==> src/rtl/mult_seq_hs_if.sv <==
// mult_seq_hs_if
//   Operand and product channels of the sequential multiplier.
//   Handshake rule for both channels: a transfer happens on a rising clk
//   edge where valid and ready are both high; the source holds valid and
//   its payload stable until that edge, and ready may not depend on the
//   same cycle's valid.
// Ports / signals:
//   in_valid, in_ready, in_a, in_b     operand channel (master -> slave)
//   out_valid, out_ready, out_data     product channel (slave -> master)
// Modports:
//   master  drives operands and out_ready (producer/consumer side)
//   slave   the multiplier itself
interface mult_seq_hs_if #(
    parameter int WIDTH = 8
);
    logic                   in_valid;
    logic                   in_ready;
    logic [WIDTH-1:0]       in_a;
    logic [WIDTH-1:0]       in_b;
    logic                   out_valid;
    logic                   out_ready;
    logic [2*WIDTH-1:0]     out_data;

    modport master (
        output in_valid, in_a, in_b, out_ready,
        input  in_ready, out_valid, out_data
    );

    modport slave (
        input  in_valid, in_a, in_b, out_ready,
        output in_ready, out_valid, out_data
    );
endinterface

==> src/rtl/mult_seq_hs.sv <==
// mult_seq_hs
//   Iterative shift-add multiplier. Accepts one operand pair on the bus
//   operand channel, retires one multiplier bit per clock and presents the
//   full 2*WIDTH-bit product on the product channel until it is taken.
// Parameters:
//   WIDTH   operand width (2..32), product is 2*WIDTH bits
//   SIGNED  0: unsigned operands, 1: two's-complement operands and product
// Ports:
//   clk        rising-edge clock
//   rst_n      asynchronous active-low reset
//   bus        mult_seq_hs_if slave: in_valid/in_ready/in_a/in_b,
//              out_valid/out_ready/out_data
//   busy       high while a product is being computed or waiting to be taken
//   dbg_state  current FSM state (0 INIT, 1 IDLE, 2 CALC, 3 DONE)
// Build option:
//   MULT_EARLY_TERM_EN  when defined, CALC ends as soon as no set multiplier
//                       bits remain (minimum one step); results are unchanged.
module mult_seq_hs #(
    parameter int WIDTH  = 8,
    parameter bit SIGNED = 1'b0
) (
    input  logic              clk,
    input  logic              rst_n,
    mult_seq_hs_if.slave      bus,
    output logic              busy,
    output logic [1:0]        dbg_state
);
    localparam int CW = (WIDTH > 1) ? $clog2(WIDTH) : 1;

    typedef enum logic [1:0] {
        S_INIT = 2'd0,
        S_IDLE = 2'd1,
        S_CALC = 2'd2,
        S_DONE = 2'd3
    } state_t;

    state_t               state;
    logic [WIDTH-1:0]     mcand;
    logic [WIDTH-1:0]     mplier;
    logic [2*WIDTH-1:0]   acc;
    logic [CW-1:0]        cnt;
    logic                 neg;

    logic [WIDTH-1:0]     mag_a;
    logic [WIDTH-1:0]     mag_b;
    logic                 neg_in;
    logic [2*WIDTH-1:0]   partial;
    logic [2*WIDTH-1:0]   sum;
    logic                 last_step;

    assign dbg_state = state;

    // Signed operands are multiplied as magnitudes; the most negative value
    // negates to itself, which read as unsigned is exactly its magnitude.
    always_comb begin
        mag_a  = bus.in_a;
        mag_b  = bus.in_b;
        neg_in = 1'b0;
        if (SIGNED) begin
            if (bus.in_a[WIDTH-1]) mag_a = -bus.in_a;
            if (bus.in_b[WIDTH-1]) mag_b = -bus.in_b;
            neg_in = bus.in_a[WIDTH-1] ^ bus.in_b[WIDTH-1];
        end
    end

    // One partial product per step: multiplicand weighted by the bit index
    // of the multiplier LSB currently under inspection.
    always_comb begin
        partial = '0;
        if (mplier[0]) partial = {{WIDTH{1'b0}}, mcand} << cnt;
        sum = acc + partial;
`ifdef MULT_EARLY_TERM_EN
        // Finish once the bits still to be shifted in are all zero.
        last_step = (mplier[WIDTH-1:1] == '0);
`else
        last_step = (cnt == CW'(WIDTH - 1));
`endif
    end

    always_ff @(posedge clk or negedge rst_n) begin
        if (!rst_n) begin
            state         <= S_INIT;
            bus.in_ready  <= 1'b0;
            bus.out_valid <= 1'b0;
            bus.out_data  <= '0;
            busy          <= 1'b0;
            mcand         <= '0;
            mplier        <= '0;
            acc           <= '0;
            cnt           <= '0;
            neg           <= 1'b0;
        end else begin
            case (state)
                S_INIT: begin
                    bus.in_ready <= 1'b1;
                    state        <= S_IDLE;
                end
                S_IDLE: begin
                    // in_ready is always high here, so in_valid alone is the accept.
                    if (bus.in_valid) begin
                        mcand        <= mag_a;
                        mplier       <= mag_b;
                        neg          <= neg_in;
                        acc          <= '0;
                        cnt          <= '0;
                        bus.in_ready <= 1'b0;
                        busy         <= 1'b1;
                        state        <= S_CALC;
                    end
                end
                S_CALC: begin
                    acc    <= sum;
                    mplier <= mplier >> 1;
                    cnt    <= cnt + CW'(1);
                    if (last_step) begin
                        bus.out_data  <= neg ? -sum : sum;
                        bus.out_valid <= 1'b1;
                        state         <= S_DONE;
                    end
                end
                S_DONE: begin
                    if (bus.out_ready) begin
                        bus.out_valid <= 1'b0;
                        bus.in_ready  <= 1'b1;
                        busy          <= 1'b0;
                        state         <= S_IDLE;
                    end
                end
                default: state <= S_INIT;
            endcase
        end
    end
endmodule

==> src/flat_wrapper.sv <==
// flat-port wrapper written by rule: the top's interface ports become plain ports
module mult_seq_hs_flat 
#(
    parameter int WIDTH  = 8,
    parameter bit SIGNED = 1'b0
)
  (clk, rst_n, busy, dbg_state, bus_in_valid, bus_in_a, bus_in_b, bus_out_ready, bus_in_ready, bus_out_valid, bus_out_data);
  mult_seq_hs_if #(.WIDTH(WIDTH)) bus_i ();
  input  logic clk;
  input  logic rst_n;
  output logic busy;
  output logic [1:0] dbg_state;
  input wire logic [$bits(bus_i.in_valid)-1:0] bus_in_valid;
  input wire logic [$bits(bus_i.in_a)-1:0] bus_in_a;
  input wire logic [$bits(bus_i.in_b)-1:0] bus_in_b;
  input wire logic [$bits(bus_i.out_ready)-1:0] bus_out_ready;
  output wire logic [$bits(bus_i.in_ready)-1:0] bus_in_ready;
  output wire logic [$bits(bus_i.out_valid)-1:0] bus_out_valid;
  output wire logic [$bits(bus_i.out_data)-1:0] bus_out_data;
  assign bus_i.in_valid = bus_in_valid;
  assign bus_i.in_a = bus_in_a;
  assign bus_i.in_b = bus_in_b;
  assign bus_i.out_ready = bus_out_ready;
  assign bus_in_ready = bus_i.in_ready;
  assign bus_out_valid = bus_i.out_valid;
  assign bus_out_data = bus_i.out_data;
  mult_seq_hs #(.WIDTH(WIDTH), .SIGNED(SIGNED)) u_core (.clk(clk), .rst_n(rst_n), .bus(bus_i), .busy(busy), .dbg_state(dbg_state));
endmodule
==> config.mk <==
export PLATFORM = sky130hd
export DESIGN_NAME = mult_seq_hs_flat
export DESIGN_NICKNAME = d
export VERILOG_FILES = /design/src/rtl/mult_seq_hs_if.sv /design/src/rtl/mult_seq_hs.sv /design/src/flat_wrapper.sv
export SDC_FILE = /design/constraint.sdc
export NUM_CORES = 1
export LEC_CHECK = 0
export BUFFER_PORTS_ARGS = -buffer_cell sky130_fd_sc_hd__clkbuf_2
export CORE_ASPECT_RATIO = 0.75
export CORE_MARGIN = 1.5
export CORE_UTILIZATION = 58
export CTS_CLUSTER_DIAMETER = 200
export DETAILED_ROUTE_END_ITERATION = 8
export PLACE_DENSITY = 0.88
export SLEW_MARGIN = 20
export SYNTH_ARGS = -nofsm -noshare
export SYNTH_HDL_FRONTEND = slang
export SYNTH_SLANG_ARGS = --single-unit
==> constraint.sdc <==
create_clock -name clk -period 3.3 [get_ports clk]
set_input_delay 0.495 -clock clk [delete_from_list [all_inputs] [get_ports clk]]
set_output_delay 0.495 -clock clk [all_outputs]
set_load 0.1 [all_outputs]
==> results of run 1 <==
[power groups by stage]
stage / registers (µW) / logic (µW) / clock network [µW]
final: 1110 / 1860 / 405
after global placement: 1100 / 1730 / 0
after floorplan: 1320 / 1200 / 0
after global routing: 1150 / 2040 / 433
after detailed placement: 1120 / 1780 / 0
after CTS: 1110 / 1800 / 408
[per-stage QoR]
stage          total power (µW)  std cells
6_report                   3370        470
5_1_grt                    3620        470
4_1_cts                    3320        467
3_5_place_dp               2900        459
3_3_place_gp               2830        459
2_1_floorplan              2530        358
[area by class of cell]
type	instances	area [µm²]	area share, %
tap	78	97.6	2.58
timing repair buffer	47	265	7.01
multi-input combinational	272	1890	50.0
clock buffer	7	86.3	2.28
inverter	9	33.8	0.893
clock inverter	1	7.51	0.198
sequential	56	1400	37.1
[worst paths after layout]
check / startpoint / to / slack [ns]
max in group asynchronous: rst_n / u_core.cnt[0] / 2.22
min in group clk: bus_in_a[4] / u_core.mcand[4] / 0.41
worst max-delay path: u_core.cnt[0] / u_core.acc[14] / 0.21
worst min-delay path: rst_n / u_core.bus.out_data[7] / 0.23
worst max register to register: u_core.cnt[0] / u_core.acc[14] / 0.21
worst min register to register: u_core.mplier[5] / u_core.mplier[5] / 0.49
[logic make-up (layout without fill, tap and decap cells)]
logic type / Yosys count / count (layout)
AOI/OAI and AO/OA: 92 / 92
DFF: 56 / 56
xor gates and xnor gates: 12 / 12
muxes: 34 / 34
adders and majority gates: 22 / 22
buffers and inverters: 30 / 64
and+or+nand+nor: 112 / 112
[registers in the layout, summed over array words and instances, names as in the netlist]
register and cells:
u_core.acc 16, u_core.dbg_state 2, u_core.cnt 3, u_core.mcand 8, u_core.bus.out_data 16, u_core.bus.in_ready 1
u_core.bus.out_valid 1, u_core.busy 1, u_core.mplier 8
[worst reg2reg max path: cells and delay by family (launching register included)]
| family | cells | cell delay (ns) |
|---|---|---|
| and+or+nand+nor | 3 | 0.59 |
| buffers and inverters | 1 | 0.14 |
| adders and majority gates | 1 | 0.37 |
| DFF | 1 | 0.49 |
| muxes | 2 | 0.51 |
| AOI/OAI and AO/OA | 4 | 0.88 |
[cells in the final DEF (no fill, tap or decap), types with 2 or more instances in the layout]
cell type / n
a211o_1: 2
a211oi_1: 2
a211oi_2: 2
a21o_1: 4
a21oi_1: 17
a22o_1: 12
a311o_1: 2
and2_1: 5
buf_4: 6
clkbuf_2: 40
clkbuf_8: 6
dfrtp_1: 55
ha_1: 21
inv_1: 9
mux2_2: 22
mux2i_1: 12
nand2_1: 51
nand2b_1: 5
nand3_1: 7
nand4_1: 4
nor2_1: 20
nor2b_1: 6
nor3_1: 8
nor3b_1: 2
o211ai_1: 4
o21ai_0: 28
o21ai_1: 2
o311ai_1: 2
o31ai_1: 3
or3_1: 2
xnor2_1: 6
xor2_1: 6
[layer usage]
| layer | GRT usage, % | vias up | routed length (µm) |
|---|---|---|---|
| met3 | 4.39 | 14 | 396 |
| met5 | 0 | - | 0 |
| met2 | 39.4 | 102 | 3420 |
| li1 | - | 1340 | - |
| met4 | 8.33 | 0 | 111 |
| met1 | 37.7 | 1350 | 3740 |
[timing repair]
item	4_1_cts	5_1_grt
buffers inserted	0	3
endpoints found under the setup margin	0	9
hold buffers	0	0
gates resized for setup	0	1
==> metrics.yaml, run 1 <==
power_and_ir_drop:
  switching_power_uw: 1620
  p_comb_share_pct: 55.0
  pwr-share-clk_pct: 12.0
  switching_share_pct: 48.1
  p_int_uw: 1750
  sequentialPowerShare_pct: 33.0
  leakage_uw: 0.00185
  vdd_drop_max_v: 0.000352
  powerDensity_nw_per_um2: 891
sta:
  setup_ws_ns: 0.209
  min_period_ns: 3.09
  slew_headroom_pct: 48.3
  fin_skew_ns: 0.0153
  fmax_mhz: 324
  fin_setup_tns_ns: 0
  worstMarginPinSlew_ns: 0.776
  slew_violations: 0
  hold_ws_ns: 0.231
  hold_violations: 0
  setup_viol_count_final: 0
  period_share_pct: 93.7
yosys:
  synth_top_family_by_area: "compound AO/OA/AOI/OAI gates"
  synth_most_common_cell: "dfrtp_1"
  yosys-top-cells-count: "dfrtp_1, nand2_1, o21ai_0"
  syn_nets: 400
  synthDistinctLibCells: 49
  ys_seq_elements: 56
  syn_inst: 358
  seq_area_frac_synth_pct: 41.0
  mappedNetlistArea_um2: 3420
  syn_avg_cell_area_um2: 9.56
  yosys_warnings: 0
  ys.flop_type: "dfrtp_1"
  synth-compound-area-share_pct: 18.3
  synth_async_sr_flop_share_pct: 100
  synth_top_area_share_pct: 41.0
  synth_fa_ha_area_share_pct: 8.27
  muxShareOfSynthArea_pct: 10.8
  synth_edf_count: 0
  synth-simple-area-share_pct: 14.9
  synth_xor_area_share_pct: 3.07
  yosys-top-cells-area: "dfrtp_1, ha_1, mux2_2"
  synth_largest_area_cell: "dfrtp_1"
clocking:
  clock-root-buffer: "clkbuf_8"
  cts.htree.levels: 2
  cts_buffer_depth: 2
  cts.clk_slew.worst_paths_ns: 0.11
  cts_tree: "done"
  clk_latency_ns: 0.32
  cts_sinks: 56
  numCtsBuffers: 5
floorplan:
  die_x_um: 91.7
  core_um2: 5770
  pin_count: 41
  die_h_um: 69.5
  start_util_pct: 59.3
  die-area_um2: 6370
  fp-row-count: 24
critical_path:
  worst-setup-path-type: "flip-flop to flip-flop"
  crit_chain: "buf_12 -> mux2_2 -> mux2i_1 -> o21ai_0 -> and2_1 -> ha_1 -> nand4_1 -> a211oi_1 -> or2_1 -> o21ai_1 -> a211o_1"
  cp_num_buf_inv: 1
  arrival_ns: 3.29
  startpoint_type: "flip-flop"
  cp_num_cells: 11
  required_ns: 3.50
  critPathCaptureType: "flip-flop"
  slowest_stage: "dfrtp_2"
  worst-r2r-cell-count: 11
  crit_family: "compound AO/OA/AOI/OAI gates"
  crit_fanout: 9
  critPathMaxStageDelay_ns: 0.49
global_route:
  grt_start_max_net_pins: 34
  antenna_found_initial: 0
  grt_util_all_layers_pct: 25.9
  grt_overflow: 0
  grt_pass1_vias: 2714
  grt_pass1_wl_mm: 13.0
placement:
  gp_congestion: 0.901
  placed_area_um2: 3650
  portBuffers: 40
  dp_hpwl_mm: 5.56
  dpl_worst_slack_ns: 0.192
run_status:
  outcome: "finished, final reports clean"
final_layout:
  postLayoutCoreUtil_pct: 65.6
  drive_gt1_share_pct: 21.2
  num-fill-cells: 485
  nets: 433
  finish.instance_area_um2: 3780
  n_antenna_cell: 0
  syn_to_final_growth_pct: 10.6
detailed_routing:
  drc: 0
  wire_per_inst_um: 16.3
  drtPass1Iterations: 4
  ant_nets: 0
  drt_iter0_markers: 152
  wl_mm: 7.67
  vias_per_cell: 5.97
  vias: 2806
min_path:
  min-delay-path-class: "input port to asynchronous set/reset pin"
flow_run:
  cap_violations: 0
(Power assumes the default switching activity.)
==> run 2: changes to the inputs <==
REMOVE_ABC_BUFFERS = 1   (was not set)
==> metrics.yaml, run 2 (synthesis results as in run 1) <==
final_layout:
  n_antenna_cell: 0  # unchanged
  syn_to_final_growth_pct: 11.0
  final_common_cell: "dfrtp_1"
  ff_latch_area_um2: 1400  # unchanged
  finish.instance_area_um2: 3800  # +0.33%
  stdcell_count: 470  # unchanged
  final_cell_mix: "dfrtp_1, nand2_1, clkbuf_2"
  num-fill-cells: 462  # -4.7%
  multi_input_area_um2: 1900  # +0.27%
  top_regs: "u_core.acc (16), u_core.bus.out_data (16)"
  nets: 433  # unchanged
  drive_gt1_share_pct: 21.7  # +0.51 points
global_route:
  antenna_found_initial: 0  # unchanged
  grt_pass1_wl_mm: 12.2  # -6.4%
  grt_start_max_net_pins: 34  # unchanged
  grt_util_all_layers_pct: 23.9  # -1.9 points
  grt_pass1_vias: 2597  # -4.3%
  grt_overflow: 0  # unchanged
critical_path:
  crit_fanout: 7  # -2
  critPathCaptureType: "flip-flop"
  required_ns: 3.51  # about the same
  startpoint_type: "flip-flop"
  r2r-start: "u_core.cnt[0]"
  cp-startpoint: "u_core.cnt[0]"
  arrival_ns: 3.37  # +0.08 ns
  worst-setup-path-type: "flip-flop to flip-flop"
clocking:
  cts_buffer_depth: 2  # unchanged
  clock-root-buffer: "clkbuf_8"
  clk_latency_ns: 0.32  # about the same
  cts_tree: "done"
  cts.htree.levels: 2  # unchanged
  cts_sinks: 56  # unchanged
  cts.clk_slew.worst_paths_ns: 0.11  # about the same
  holdBufCountCts: 0  # unchanged
  numCtsBuffers: 5  # unchanged
flow_run:
  cap_violations: 0  # unchanged
power_and_ir_drop:
  powerDensity_nw_per_um2: 891  # about the same
  leakage_uw: 0.00186  # +0.46%
  vdd_drop_max_v: 0.000790  # +120%
sta:
  slew_headroom_pct: 52.6  # +4.3 points
  hold_violations: 0  # unchanged
  setup_ws_ns: 0.143  # -0.0659 ns
  hold_ws_ns: 0.206  # -0.0255 ns
  min_period_ns: 3.16  # +0.0659 ns
  fin_skew_ns: 0.00692  # -0.00837 ns
  slew_violations: 0  # unchanged
  worstMarginPinSlew_ns: 0.711  # -0.0646 ns
  period_share_pct: 95.7  # +2.0 points
  fin_setup_tns_ns: 0  # unchanged
  setup_viol_count_final: 0  # unchanged
  grt_setup_unrepaired: "false"
  fmax_mhz: 317  # -2.1%
floorplan:
  die_x_um: 91.7  # unchanged
  pin_count: 41  # unchanged
  fp-row-count: 24  # unchanged
  die_h_um: 69.5  # unchanged
  die-area_um2: 6370  # unchanged
  start_util_pct: 59.3  # unchanged
  core_um2: 5770  # unchanged
detailed_routing:
  wire_per_inst_um: 15.7  # -4.0%
  vias: 2781  # -0.89%
  drtPass1Iterations: 5  # +1
  drc: 0  # unchanged
  vias_per_cell: 5.92  # -0.89%
  drt_iter0_markers: 196  # +29%
  ant_nets: 0  # unchanged
  wl_mm: 7.36  # -4.0%
placement:
  placed_cells: 459  # unchanged
  placed_area_um2: 3650  # unchanged
  dpl_worst_slack_ns: 0.0934  # -0.0990 ns
  dp_hpwl_mm: 5.40  # -3.0%
  portBuffers: 40  # unchanged
  gp_congestion: 0.948  # +5.2%
min_path:
  min-delay-path-class: "input port to asynchronous set/reset pin"
run_status:
  outcome: "finished, final reports clean"
-- run 2: power by group --
group | leakage (µW) | switching (µW) | total [µW] | internal [µW]
Combinational | 0.00107 | 1170 | 1810 | 639
Clock | 0.0000583 | 239 | 469 | 229
Sequential | 0.000728 | 197 | 1100 | 908
Total | 0.00186 | 1610 | 3380 | 1780
-- run 2: timing repair --
item / in CTS / in global routing
hold endpoints to repair: 0 / 0
endpoints found under the setup margin: 0 / 6
resized for setup: 0 / 2
setup buffers: 0 / 3
-- run 2: per-layer routing --
layer,global-route usage [%],wire length (µm),up-vias
met5,0,0,-
met4,7.29,154,0
met3,5.26,529,25
met2,36.5,3250,115
met1,34.2,3420,1297
li1,-,-,1344
-- run 2: per-stage QoR --
stage	total power [µW]	utilization [%]
final	3380	65.8
after global routing	3610	65.8
after CTS	3350	65.4
after detailed placement	2870	63.3
after global placement	2790	63.3
after floorplan	2460	-
-- run 2: area by class of cell --
type                    count  area share (%)
inverters                   9           0.890
multi-input cells         272            49.9
clock inverters             3            1.25
well taps                  78            2.57
clock buffers               5            1.81
flip-flops and latches     56            36.9
repair buffers             47            6.59
-- run 2: path summary, 6_finish.rpt --
path	end	slack, ns	cells after the start
min in group clk	u_core.mcand[6]	0.41	2
hold / removal	u_core.bus.out_data[7]	0.21	1
setup / recovery	u_core.acc[14]	0.14	12
hold reg to reg	u_core.bus.out_data[2]	0.49	2
setup reg to reg	u_core.acc[14]	0.14	12
max in group asynchronous	u_core.cnt[0]	2.26	2
-- run 2: critical path, stage by stage, from the launching register on --
cell      delay [ns]
dfrtp_2         0.47
clkbuf_2        0.19
mux2_2          0.36
mux2i_1         0.21
nand2_1         0.09
o211a_1         0.16
ha_1            0.43
nand2_1         0.14
or3_1           0.32
o21ai_1         0.13
or2_1           0.20
o21ai_1         0.09
a211o_1         0.26
